$ cat src/rtl/dsm_pkg.sv
// Shared types and helpers for the delta-sigma sample sequencer.
package dsm_pkg;

  typedef enum logic [1:0] {
    IDLE      = 2'd0,
    RAMP_UP   = 2'd1,
    RUN       = 2'd2,
    RAMP_DOWN = 2'd3
  } dsm_state_e;

  // Mid-scale code of an unsigned offset-binary word of the given width.
  function automatic int unsigned dsm_midscale(input int unsigned width);
    return 32'd1 << (width - 1);
  endfunction

endpackage

$ cat src/rtl/dsm_sample_fifo.sv
// Small sample FIFO with registered occupancy, head peek and synchronous flush.
module dsm_sample_fifo
  import dsm_pkg::*;
#(
  parameter int DATA_WIDTH = 8,
  parameter int FIFO_DEPTH = 4
) (
  input  logic                  clk_i,
  input  logic                  rst_i,
  input  logic                  push_i,
  input  logic [DATA_WIDTH-1:0] data_i,
  input  logic                  pop_i,
  input  logic                  flush_i,
  output logic [DATA_WIDTH-1:0] head_o,
  output logic                  full_o,
  output logic                  empty_o
);

  localparam int AW = $clog2(FIFO_DEPTH);
  localparam int CW = AW + 1;

  logic [DATA_WIDTH-1:0] mem_q [FIFO_DEPTH];
  logic [AW-1:0]         wr_q, wr_d;
  logic [AW-1:0]         rd_q, rd_d;
  logic [CW-1:0]         cnt_q, cnt_d;
  logic                  do_push;
  logic                  do_pop;

  assign full_o  = (cnt_q == CW'(FIFO_DEPTH));
  assign empty_o = (cnt_q == '0);
  assign head_o  = mem_q[rd_q];

  // A pop on an empty FIFO is ignored, so a same-cycle push is never bypassed.
  assign do_push = push_i & ~full_o;
  assign do_pop  = pop_i & ~empty_o;

  always_comb begin
    wr_d  = wr_q;
    rd_d  = rd_q;
    cnt_d = cnt_q;
    if (flush_i) begin
      wr_d  = '0;
      rd_d  = '0;
      cnt_d = '0;
    end else begin
      if (do_push) wr_d = wr_q + AW'(1);
      if (do_pop)  rd_d = rd_q + AW'(1);
      cnt_d = cnt_q + CW'(do_push) - CW'(do_pop);
    end
  end

  always_ff @(posedge clk_i or posedge rst_i) begin
    if (rst_i) begin
      wr_q  <= '0;
      rd_q  <= '0;
      cnt_q <= '0;
    end else begin
      wr_q  <= wr_d;
      rd_q  <= rd_d;
      cnt_q <= cnt_d;
    end
  end

  always_ff @(posedge clk_i) begin
    if (do_push && !flush_i) mem_q[wr_q] <= data_i;
  end

endmodule

$ cat src/rtl/dsm_sample_sequencer.sv
// Sample scheduler and pop-free start/stop ramp controller feeding dsm_module.data_i.
module dsm_sample_sequencer
  import dsm_pkg::*;
#(
  parameter int DATA_WIDTH = 8,
  parameter int OSR        = 64,
  parameter int FIFO_DEPTH = 4,
  parameter int RAMP_STEP  = 16
) (
  input  logic                  clk_i,
  input  logic                  rst_i,
  input  logic                  en_i,
  input  logic [DATA_WIDTH-1:0] s_data_i,
  input  logic                  s_valid_i,
  output logic                  s_ready_o,
  output logic [DATA_WIDTH-1:0] dsm_data_o,
  output logic                  sample_stb_o,
  output logic                  underrun_o,
  output logic [1:0]            state_o
);

  localparam logic [DATA_WIDTH-1:0] MID = DATA_WIDTH'(dsm_midscale(DATA_WIDTH));
  localparam int                    CNT_W = $clog2(OSR);
  localparam logic [CNT_W-1:0]      CNT_LAST = CNT_W'(OSR - 1);

  dsm_state_e            state_q, state_d;
  logic [CNT_W-1:0]      cnt_q, cnt_d;
  logic [DATA_WIDTH-1:0] data_q, data_d;
  logic                  boundary;
  logic                  fifo_push, fifo_pop, fifo_flush;
  logic                  fifo_full, fifo_empty;
  logic [DATA_WIDTH-1:0] fifo_head;
  logic [DATA_WIDTH-1:0] ramp_tgt, ramp_val;

  // Step toward the target without overshoot; the signed difference keeps 0 and full-scale safe.
  function automatic logic [DATA_WIDTH-1:0] step_toward(input logic [DATA_WIDTH-1:0] cur,
                                                        input logic [DATA_WIDTH-1:0] tgt);
    logic signed [DATA_WIDTH:0] diff;
    logic signed [DATA_WIDTH:0] stp;
    diff = $signed({1'b0, tgt}) - $signed({1'b0, cur});
    stp  = (DATA_WIDTH + 1)'(RAMP_STEP);
    if (diff > stp) begin
      return cur + DATA_WIDTH'(RAMP_STEP);
    end else if (diff < -stp) begin
      return cur - DATA_WIDTH'(RAMP_STEP);
    end else begin
      return tgt;
    end
  endfunction

  dsm_sample_fifo #(
    .DATA_WIDTH (DATA_WIDTH),
    .FIFO_DEPTH (FIFO_DEPTH)
  ) u_fifo (
    .clk_i   (clk_i),
    .rst_i   (rst_i),
    .push_i  (fifo_push),
    .data_i  (s_data_i),
    .pop_i   (fifo_pop),
    .flush_i (fifo_flush),
    .head_o  (fifo_head),
    .full_o  (fifo_full),
    .empty_o (fifo_empty)
  );

  assign boundary     = (state_q != IDLE) && (cnt_q == CNT_LAST);
  assign s_ready_o    = ~fifo_full & (state_q != RAMP_DOWN);
  assign fifo_push    = s_valid_i & s_ready_o;
  assign dsm_data_o   = data_q;
  assign sample_stb_o = boundary;
  assign underrun_o   = boundary & (state_q == RUN) & fifo_empty;
  assign state_o      = state_q;

  assign ramp_tgt = (state_q == RAMP_DOWN) ? MID : fifo_head;
  assign ramp_val = step_toward(data_q, ramp_tgt);

  always_comb begin
    if (state_q == IDLE)        cnt_d = '0;
    else if (cnt_q == CNT_LAST) cnt_d = '0;
    else                        cnt_d = cnt_q + CNT_W'(1);
  end

  always_comb begin
    state_d    = state_q;
    data_d     = data_q;
    fifo_pop   = 1'b0;
    fifo_flush = 1'b0;
    case (state_q)
      IDLE: begin
        if (en_i) state_d = RAMP_UP;
      end
      RAMP_UP: begin
        if (!en_i) begin
          state_d = RAMP_DOWN;
        end else if (boundary && !fifo_empty) begin
          data_d = ramp_val;
          if (ramp_val == fifo_head) begin
            fifo_pop = 1'b1;
            state_d  = RUN;
          end
        end
      end
      RUN: begin
        if (!en_i) begin
          state_d = RAMP_DOWN;
        end else if (boundary && !fifo_empty) begin
          data_d   = fifo_head;
          fifo_pop = 1'b1;
        end
      end
      RAMP_DOWN: begin
        if (boundary) begin
          data_d = ramp_val;
          if (ramp_val == MID) begin
            fifo_flush = 1'b1;
            state_d    = IDLE;
          end
        end
      end
      default: state_d = IDLE;
    endcase
  end

  always_ff @(posedge clk_i or posedge rst_i) begin
    if (rst_i) begin
      state_q <= IDLE;
      cnt_q   <= '0;
      data_q  <= MID;
    end else begin
      state_q <= state_d;
      cnt_q   <= cnt_d;
      data_q  <= data_d;
    end
  end

endmodule

$ cat config.mk
export PLATFORM = sky130hd
export DESIGN_NAME = dsm_sample_sequencer
export DESIGN_NICKNAME = d
export VERILOG_FILES = /design/src/rtl/dsm_pkg.sv /design/src/rtl/dsm_sample_fifo.sv /design/src/rtl/dsm_sample_sequencer.sv
export SDC_FILE = /design/constraint.sdc
export NUM_CORES = 1
export LEC_CHECK = 0
export ABC_AREA = 1
export BUFFER_PORTS_ARGS = -buffer_cell sky130_fd_sc_hd__buf_2
export CELL_PAD_IN_SITES_DETAIL_PLACEMENT = 1
export CELL_PAD_IN_SITES_GLOBAL_PLACEMENT = 1
export CORE_MARGIN = 5
export CORE_UTILIZATION = 46
export CTS_CLUSTER_DIAMETER = 120
export DETAILED_ROUTE_END_ITERATION = 10
export PLACE_DENSITY_LB_ADDON = 0.08
export SYNTH_ARGS = -nofsm -noshare
export SYNTH_HDL_FRONTEND = slang
export SYNTH_SLANG_ARGS = --single-unit
export TNS_END_PERCENT = 50
$ cat constraint.sdc
create_clock -name clk_i -period 5.3 [get_ports clk_i]
set_input_delay 0.265 -clock clk_i [delete_from_list [all_inputs] [get_ports clk_i]]
set_output_delay 0.265 -clock clk_i [all_outputs]
set_load 0.02 [all_outputs]
==> metrics, run 1 <==
largest fanout on the critical path=12; number of flops mapped to enable cells by yosys=32; main combinational cell family by area after synthesis=simple AND/OR/NAND/NOR gates; number of global-route vias before repair=3191; CTS tree=built; startpoint types=flop; Sequential cell area=about 1500 µm²; die width=approximately 99 µm; P&R area growth vs syn=8.712%; CTS buffer count=5; Post-Synth Simple-Gate Area=between 30% and 40%; final wirelength=between 9000 and 10000 µm; hpwl dp=roughly 7200 µm; Port Buffers=24; RSZ-0062 raised after global routing=no; path depth of the worst reg2reg path=32; FILL cells=999; cell count after synthesis=~450; largest net degree at the start of global routing=24; crit end category=flop; Setup WS post-layout=~500 ps; Final Net Count=approximately 510; worst slack, placed=about 360 ps; vias per inst=5.163; CP most frequent cell=inv_1; core area=approximately 7700 µm²; fin cells=between 500 and 600; Netlist cell types=39; Die ar.=9776 µm²; fin. max-slew vios=0; share of cells above drive strength 1=between 10% and 20%; post-synthesis adder-cell area fraction=approximately 8.3%; CTS Hold Buffers Added=0; Max transition margin=a little under two fifths; Final setup viols=0; xor/xnor share of the synthesized area=between 1.5 and 2%; final hold slack=between 100 and 150 ps; required time worst endpoint=~5600 ps; first-pass GRT wire length=approximately 15000 µm; placed insts=about 570; min cycle time layout=approximately 4800 ps; Worst path max stage delay=approximately 460 ps; Hold Crit Class=in -> async; skew final=5.738 ps; die height=98.88 µm; Slowest cell on crit path=dfrtp_1; status=finished, final reports clean; RePlAce Congestion=around 0.85; complex-gate fraction of the synthesized area=under 10%; top-area cell type share of the netlist area=between 20% and 30%; Worst R2R End=u_fifo.cnt_q[2]; r2r setup slk=about 490 ps; initial antenna violation count=0; remaining antenna violation count after routing=0; mux cell area share after synthesis=0%; total track usage=between 10% and 20%; Max Clock Freq=around 210 MHz; area of the multi-input gates=1782 µm²; synth top area cells=edfxtp_1, dfrtp_1, nand2_1; setup_tns=0 ps; Yosys reg bits=55; maxcap violations=0; Clock transition at path regs=about 110 ps; leading area contributor after synthesis=edfxtp_1; total I/O pin count=25; drt first-iter violations=106; Hold Fails Final Rpt=0; via count=between 3000 and 4000; Mapped Area=3633 µm²; Overflow after GRT=0; Crit Path Class=reg -> reg; prevailing post-synth register cell=edfxtp_1; worst path arrival time=about 5000 ps; CTS max path bufs=2; part of the cycle the worst path needs=90.69%; Mapped Nets=489; 1st-pass router iterations=4; n_diodes=0; clk sinks=55; Mean Syn Cell Area=roughly 8 µm²; Residual DRC=0; Worst-Margin Slew=931.4 ps; FFs w/ async S/R, synth=41.82%; Synth Warn #=0; reg-to-reg startpoint=u_fifo.rd_q[1]; Critical Path Source=u_fifo.rd_q[1]; Clock Tree Root=clkbuf_8; Initial Util=between 40% and 50%; most frequent cells after synthesis=nand2_1, inv_1, nand3_1; WL per Instance=roughly 16 µm; count leader, synth=nand2_1; Skew-Pair Late Insertion Delay=between 300 and 400 ps; Seq/Total Area, Yosys=between 40% and 50%; H-tree depth=2; row cnt=32
==> layout by cell type, fill, tap and decap left out, types with 2 or more instances in the layout <==
master	synthesis	layout
clkinv_1	1	2
inv_1	65	65
o21ai_0	14	14
buf_2	4	24
xor2_1	4	4
nand2_4	2	2
nand3_2	7	7
nor3b_1	2	2
clkbuf_8	0	5
a21oi_1	17	17
dfrtp_1	22	21
nand2_2	10	11
xnor2_1	4	4
nand3b_1	2	2
nand2_1	126	125
edfxtp_1	32	32
nand4_1	5	5
inv_2	4	3
ha_1	21	21
nor2_2	5	5
fa_1	2	2
nand3_1	48	48
buf_4	0	3
o211ai_1	4	4
o21ai_1	4	4
a32oi_1	2	2
nor2_1	30	30
==> sequential cells by signal (all words and copies together) (netlist names) <==
signal,count
dsm_data_o,8
u_fifo.rd_q,2
u_fifo.cnt_q,3
u_fifo.mem_q,32
state_o,2
u_fifo.wr_q,2
cnt_q,6
==> through the flow <==
stage          cell area [µm²]  util (%)
6_report                  3950     51.12
5_1_grt                   3950     51.12
4_1_cts                   3934     50.91
3_5_place_dp              3842     49.72
3_3_place_gp              3842     49.72
2_1_floorplan             3633         -
==> worst max-delay path by stage <==
stage	end	slack [ps]	cells past startpoint
6_report	u_fifo.cnt_q[2]	490	32
3_3_place_gp	u_fifo.cnt_q[2]	490	32
4_1_cts	u_fifo.cnt_q[2]	300	32
5_1_grt	u_fifo.cnt_q[2]	20	30
3_5_place_dp	u_fifo.cnt_q[2]	360	32
2_1_floorplan	u_fifo.cnt_q[2]	930	34
==> worst max-delay path, delay by kind of cell, from the launching register on <==
family	cells	cell delay [ps]
AO/OA/AOI/OAI	1	170
buffers and inverters	7	580
XOR/XNOR	2	350
AND/OR/NAND/NOR	17	1830
flip-flops	1	460
adder cells (fa/ha/maj)	5	1360
==> cells by family after synthesis <==
logic type | count (synthesis)
fa+ha+maj | 23
flops | 55
xor+xnor | 8
buf+inv | 79
simple gates | 244
compound gates | 45
==> per-layer routing <==
metal / vias up / global-route usage (%) / share of wire, %
met1: 1455 / 25.23 / 48
met4: 0 / 3.992 / 1.3
met3: 9 / 2.902 / 1.8
met5: - / 0 / 0
li1: 1514 / - / -
met2: 27 / 34.09 / 49
==> final cells by class <==
| type | count | area share (%) |
|---|---|---|
| inverter | 70 | 6.779 |
| multi-input combinational | 320 | 45.11 |
| sequential | 55 | 38.96 |
| clock buffer | 5 | 1.742 |
| tap | 102 | 3.231 |
| clock inverter | 3 | 0.5702 |
| timing repair buffer | 27 | 3.611 |
==> what timing repair did <==
item / 4_1_cts / 5_1_grt
gates resized for setup: 0 / 5
setup buffers: 0 / 1
hold endpoints to repair: 0 / 0
setup endpoints to repair: 0 / 2
Power of run 1 is not shown: default switching activity piles up to over one toggle a cycle in this logic, so the estimate is an artifact.
==> run 2, diff against run 1 <==
--- a/config.mk
+++ b/config.mk
@@ -5,12 +5,11 @@
 export SDC_FILE = /design/constraint.sdc
 export NUM_CORES = 1
 export LEC_CHECK = 0
-export ABC_AREA = 1
 export BUFFER_PORTS_ARGS = -buffer_cell sky130_fd_sc_hd__buf_2
 export CELL_PAD_IN_SITES_DETAIL_PLACEMENT = 1
 export CELL_PAD_IN_SITES_GLOBAL_PLACEMENT = 1
 export CORE_MARGIN = 5
-export CORE_UTILIZATION = 46
+export CORE_UTILIZATION = 49
 export CTS_CLUSTER_DIAMETER = 120
 export DETAILED_ROUTE_END_ITERATION = 10
 export PLACE_DENSITY_LB_ADDON = 0.08
==> run 2 against run 1 <==
Net effect: design area rose by 11%; synthesized cell count fell by 28%; non-clock buffer count rose by 40; final cell count fell by 16%; clock skew rose by 1.9 ps; clock-buffer cell count did not move; worst setup slack got worse by 410 ps; first-iteration DRC count fell by 0.94%; register-to-register slack got worse by 410 ps; utilization rose by 9.4 points; largest cell class unchanged; highest routed layer unchanged.
==> metrics, run 2 <==
Skew-Pair Late Insertion Delay=roughly 310 ps; Area after DPL=between 4000 and 5000 µm²; Die ar.=9206 µm²; Worst-Margin Slew=967.8 ps; Power Total=~3.2 mW; H-tree depth=2; maxcap violations=0; WL per Instance=around 18 µm; Switch Pwr=about 1.4 mW; core area=slightly above 7000 µm²; synth top area cells=edfxtp_1, dfrtp_1, ha_1; remaining antenna violation count after routing=0; required time worst endpoint=between 5000 and 6000 ps; clk sinks=between 50 and 60; largest net degree at the start of global routing=24; skew final=7.682 ps; FFs w/ async S/R, synth=a little over two fifths; number of flops mapped to enable cells by yosys=32; worst path arrival time=5420 ps; Overflow after GRT=0; top-area cell type share of the netlist area=26.55%; number of global-route vias before repair=2885; cell count after synthesis=~330; Worst path max stage delay=between 600 and 700 ps; largest fanout on the critical path=7; vias per inst=about 5.6; part of the cycle the worst path needs=98.36%; Residual DRC=0; metal3 WL=between 200 and 250 µm; P&R area growth vs syn=20.64%; die width=around 96 µm; Netlist cell types=just under 70; CTS buffer count=5; drt first-iter violations=105; leading area contributor after synthesis=edfxtp_1; row cnt=31; Max Clock Freq=191.8 MHz; Net Sw Frac=45.58%; RSZ-0062 raised after global routing=yes; Mapped Area=roughly 3600 µm²; met2 WL=around 4600 µm; CP most frequent cell=ha_4; Setup WS post-layout=87.09 ps; Clock Power Share=8.0%; share of cells above drive strength 1=between 30% and 40%; top sig layer=met4; startpoint types=flop; Max VDD drop=0.0002468 V; CTS max path bufs=2; Mapped Nets=approximately 360; Clock transition at path regs=roughly 110 ps; combinational power share=a little over two thirds; Crit Path Class=reg -> reg; total I/O pin count=25; Initial Util=between 50% and 60%; Final setup viols=0; most frequent cells after synthesis=edfxtp_1, nor2_1, inv_1; final wirelength=approximately 9000 µm; Crit path max-delay family=compound AO/OA/AOI/OAI gates; PwrDens=slightly above 700 nW/µm²; die height=~96 µm; Port Buffers=24; Slowest cell on crit path=or4_4; Reg power frac=a little over a fifth; Synth Warn #=0; worst slack, placed=-198.5 ps; commonest cells after routing, fill and taps aside=buf_4, edfxtp_1, nor2_1; Max transition margin=roughly 35%; total track usage=between 20% and 30%; Leak=1.834 nW; status=finished, final reports clean; Hold Fails Final Rpt=0; 1st-pass router iterations=4; Reg with most FFs=u_fifo.mem_q; wl on met1=just under 4000 µm; n_diodes=0; crit end category=flop; CTS tree=built; fin. max-slew vios=0; prevailing post-synth register cell=edfxtp_1; FILL cells=787; Yosys reg bits=55; min cycle time layout=around 5200 ps; first-pass GRT wire length=~14000 µm; Hold Crit Class=in -> async; Mean Syn Cell Area=between 10 and 15 µm²; Seq/Total Area, Yosys=a little over two fifths; CP bufs+invs=3; Final Net Count=425; count leader, synth=edfxtp_1; P_int=1.715 mW; design area=4367 µm²; RePlAce Congestion=around 0.8; leading cell type in the layout, fill and taps excluded=buf_4; hpwl dp=6635 µm; max FFs per register=32; via count=2741; CP Cell Sequence=mux4_2, and2_4, ha_4, nor2b_4, o211ai_1, a31oi_2, a211o_2, xnor2_2, or4_4, mux2_4, o221ai_2, o22a_1, a31oi_2, inv_2, ha_4, inv_4, ha_4, inv_2, fa_2, xor2_1, xnor2_1, nor2_1; Clock Tree Root=clkbuf_8; initial antenna violation count=0
-- run 2: timing repair --
action,in CTS,in global routing
setup buffers,3,6
hold endpoints to repair,0,0
gates resized for setup,13,18
endpoints found under the setup margin,2,2
pin swaps,9,16
hold buffers,0,0
-- run 2: layout make-up --
| cell class | count | area [µm²] | area share [%] |
|---|---|---|---|
| Multi-Input combinational cell | 236 | 2061 | 47.19 |
| Sequential cell | 55 | 1539 | 35.24 |
| Timing Repair Buffer | 67 | 450.4 | 10.32 |
| Tap cell | 99 | 123.9 | 2.837 |
| Inverter | 25 | 96.34 | 2.206 |
| Clock buffer | 5 | 68.82 | 1.576 |
| Clock inverter | 3 | 27.53 | 0.6304 |
-- run 2: layer usage --
metal | vias up | GRT usage [%]
met5 | - | 0
met4 | 0 | 4.621
met3 | 10 | 3.049
met2 | 40 | 36.71
met1 | 1378 | 26.20
li1 | 1313 | -
-- run 2: through the flow --
step	utilization, %	setup TNS (ps)	instances	hold slack [ps]
3_3_place_gp	56.19	-5.782	473	450.9
4_1_cts	58.50	0	484	147.3
2_1_floorplan	-	0	329	266.2
3_5_place_dp	56.19	-203.8	473	464.2
5_1_grt	60.53	-146.4	490	140.7
6_report	60.53	0	490	156.6
-- run 2: final timing paths --
kind	start	end	slack [ps]	cells after the start
max in group asynchronous	rst_i	u_fifo.rd_q[0]	4490	2
hold / removal	rst_i	state_o[1]	160	2
hold reg to reg	cnt_q[0]	cnt_q[0]	470	1
setup / recovery	u_fifo.rd_q[0]	u_fifo.cnt_q[2]	90	22
setup reg to reg	u_fifo.rd_q[0]	u_fifo.cnt_q[2]	90	22
min in group clk_i	s_data_i[0]	u_fifo.mem_q[1][0]	160	1
-- run 2: kinds of logic (layout without fill, tap and decap cells) --
group                    Yosys count  after routing  share of synthesized area (%)
AO/OA/AOI/OAI                     62             62                          13.10
XOR/XNOR                          24             24                          6.015
adder cells (fa/ha/maj)           23             23                          8.365
buffers and inverters             38            100                          4.701
flip-flops                        55             55                          42.48
multiplexers                      22             22                          9.817
AND/OR/NAND/NOR                  105            105                          15.52
-- run 2: power by group through the flow --
stage | registers (mW) | logic, mW | clock network [mW]
final | 0.679 | 2.22 | 0.251
after CTS | 0.681 | 2.07 | 0.261
after detailed placement | 0.690 | 1.97 | 0
after floorplan | 0.711 | 1.36 | 0
after global routing | 0.695 | 2.42 | 0.280
after global placement | 0.684 | 1.93 | 0
No activity file was read; power rests on OpenSTA's default activity.
==> run 3, diff against run 2 <==
--- a/config.mk
+++ b/config.mk
@@ -5,11 +5,13 @@
 export SDC_FILE = /design/constraint.sdc
 export NUM_CORES = 1
 export LEC_CHECK = 0
+export ABC_AREA = 1
 export BUFFER_PORTS_ARGS = -buffer_cell sky130_fd_sc_hd__buf_2
+export CAP_MARGIN = 20
 export CELL_PAD_IN_SITES_DETAIL_PLACEMENT = 1
 export CELL_PAD_IN_SITES_GLOBAL_PLACEMENT = 1
 export CORE_MARGIN = 5
-export CORE_UTILIZATION = 49
+export CORE_UTILIZATION = 40
 export CTS_CLUSTER_DIAMETER = 120
 export DETAILED_ROUTE_END_ITERATION = 10
 export PLACE_DENSITY_LB_ADDON = 0.08
==> run 3 against run 2 <==
Net effect: non-clock buffer count is 41 lower; sequential share of layout area is 3.7 points higher; flip-flop and latch count stayed put; final cell count is 20% higher; clock skew is 13 ps higher; hold slack worse by 36 ps; register-to-register slack better by 440 ps; critical path type unchanged; critical endpoint unchanged; largest cell class unchanged; highest routed layer unchanged.
==> metrics, run 3 (synthesis results as in run 1) <==
status=finished, final reports clean; die width=about 110 µm; reg-to-reg startpoint=u_fifo.rd_q[0]; CTS Hold Buffers Added=0; maxcap violations=0; skew final=~21 ps; drt first-iter violations=between 90 and 100; CP most frequent cell=nand2_1; setup_tns=0 ps; largest net degree at the start of global routing=24; remaining antenna violation count after routing=0; Max transition margin=between 30 and 40%; Residual DRC=0; part of the cycle the worst path needs=90.00%; Clock transition at path regs=between 100 and 150 ps; largest fanout on the critical path=19; Worst-Margin Slew=936.9 ps; final wirelength=roughly 8700 µm; Critical Path Source=u_fifo.rd_q[0]; Setup WS post-layout=~530 ps; Final Net Count=about 510; Hold Crit Class=in -> async; n_diodes=0; Die ar.=between 10000 and 15000 µm²; fin util=approximately 45%; leading cell type in the layout, fill and taps excluded=nand2_1; crit end category=flop; Hold Fails Final Rpt=0; min cycle time layout=around 4800 ps; clk sinks=between 50 and 60; worst slack, placed=around 480 ps; Clock Tree Root=clkbuf_8; share of cells above drive strength 1=between 10% and 20%; Port Buffers=24; hpwl dp=6853 µm; row cnt=34; Overflow after GRT=0; Crit Path Class=reg -> reg; CTS max path bufs=2; WL per Instance=approximately 15 µm; 1st-pass router iterations=4; number of global-route vias before repair=3052; total I/O pin count=25; die height=approximately 110 µm; RePlAce Congestion=slightly above 0.8; Final setup viols=0; first-pass GRT wire length=~15000 µm; placed insts=579; vias per inst=approximately 5.1; required time worst endpoint=5580 ps; initial antenna violation count=0; Slowest cell on crit path=dfrtp_1; max FFs per register=32; via count=about 3000; Reg with most FFs=u_fifo.mem_q; CTS buffer count=5; CTS tree=built; H-tree depth=2; area of the multi-input gates=~1800 µm²; fin cells=approximately 590; Sequential cell area=1539 µm²; startpoint types=flop; Worst path max stage delay=approximately 420 ps; commonest cells after routing, fill and taps aside=nand2_1, inv_1, nand3_1; Initial Util=between 40% and 50%; FILL cells=between 1000 and 1500; total track usage=between 15 and 20%; fin. max-slew vios=0; Skew-Pair Late Insertion Delay=330 ps; RSZ-0062 raised after global routing=no; P&R area growth vs syn=8.781%; worst path arrival time=slightly above 5000 ps; core area=between 8000 and 9000 µm²; Max Clock Freq=209.7 MHz
## run 3: routing by layer
| metal | global-route usage [%] | part of all wire (%) |
|---|---|---|
| met1 | 21.37 | 47 |
| met2 | 28.23 | 50 |
| met3 | 3.117 | 2.8 |
| met4 | 2.624 | 0.82 |
| met5 | 0 | 0 |
## run 3: layout make-up
cell class / instances / area share [%]
clock buffer: 5 / 1.741
clock inverter: 3 / 0.6015
inverter: 70 / 6.774
multi-input combinational: 320 / 45.01
sequential: 55 / 38.94
tap: 108 / 3.419
timing repair buffer: 26 / 3.514
## run 3: path summary, 6_finish.rpt
| check | slack, ps | to | cells after the start |
|---|---|---|---|
| setup / recovery | 530 | u_fifo.cnt_q[2] | 32 |
| max in group asynchronous | 4530 | u_fifo.rd_q[1] | 2 |
| hold / removal | 120 | cnt_q[5] | 2 |
| setup reg to reg | 530 | u_fifo.cnt_q[2] | 32 |
| min in group clk_i | 150 | u_fifo.mem_q[2][1] | 1 |
| hold reg to reg | 480 | cnt_q[0] | 1 |
## run 3: stage by stage
stage,cell area (µm²),hold slack [ps]
finish,3953,120.6
global route,3953,138.2
CTS,3943,147.4
detailed placement,3850,475.0
global placement,3850,449.0
floorplan,3633,266.2
## run 3: repair_timing
| item | in CTS | in global routing |
|---|---|---|
| setup endpoints to repair | 0 | 2 |
| setup buffers | 0 | 0 |
| resized for setup | 0 | 4 |
| endpoints found under the hold margin | 0 | 0 |
## run 3: worst max-delay path: cells and delay by family, from the launching register on
family / cells / cell delay, ps
DFF: 1 / 420
xor gates and xnor gates: 1 / 170
adders and majority gates: 5 / 1390
buffers and inverters: 8 / 690
AOI/OAI and AO/OA: 1 / 180
and+or+nand+nor: 17 / 1870
Power of run 3 is left out for the same reason.
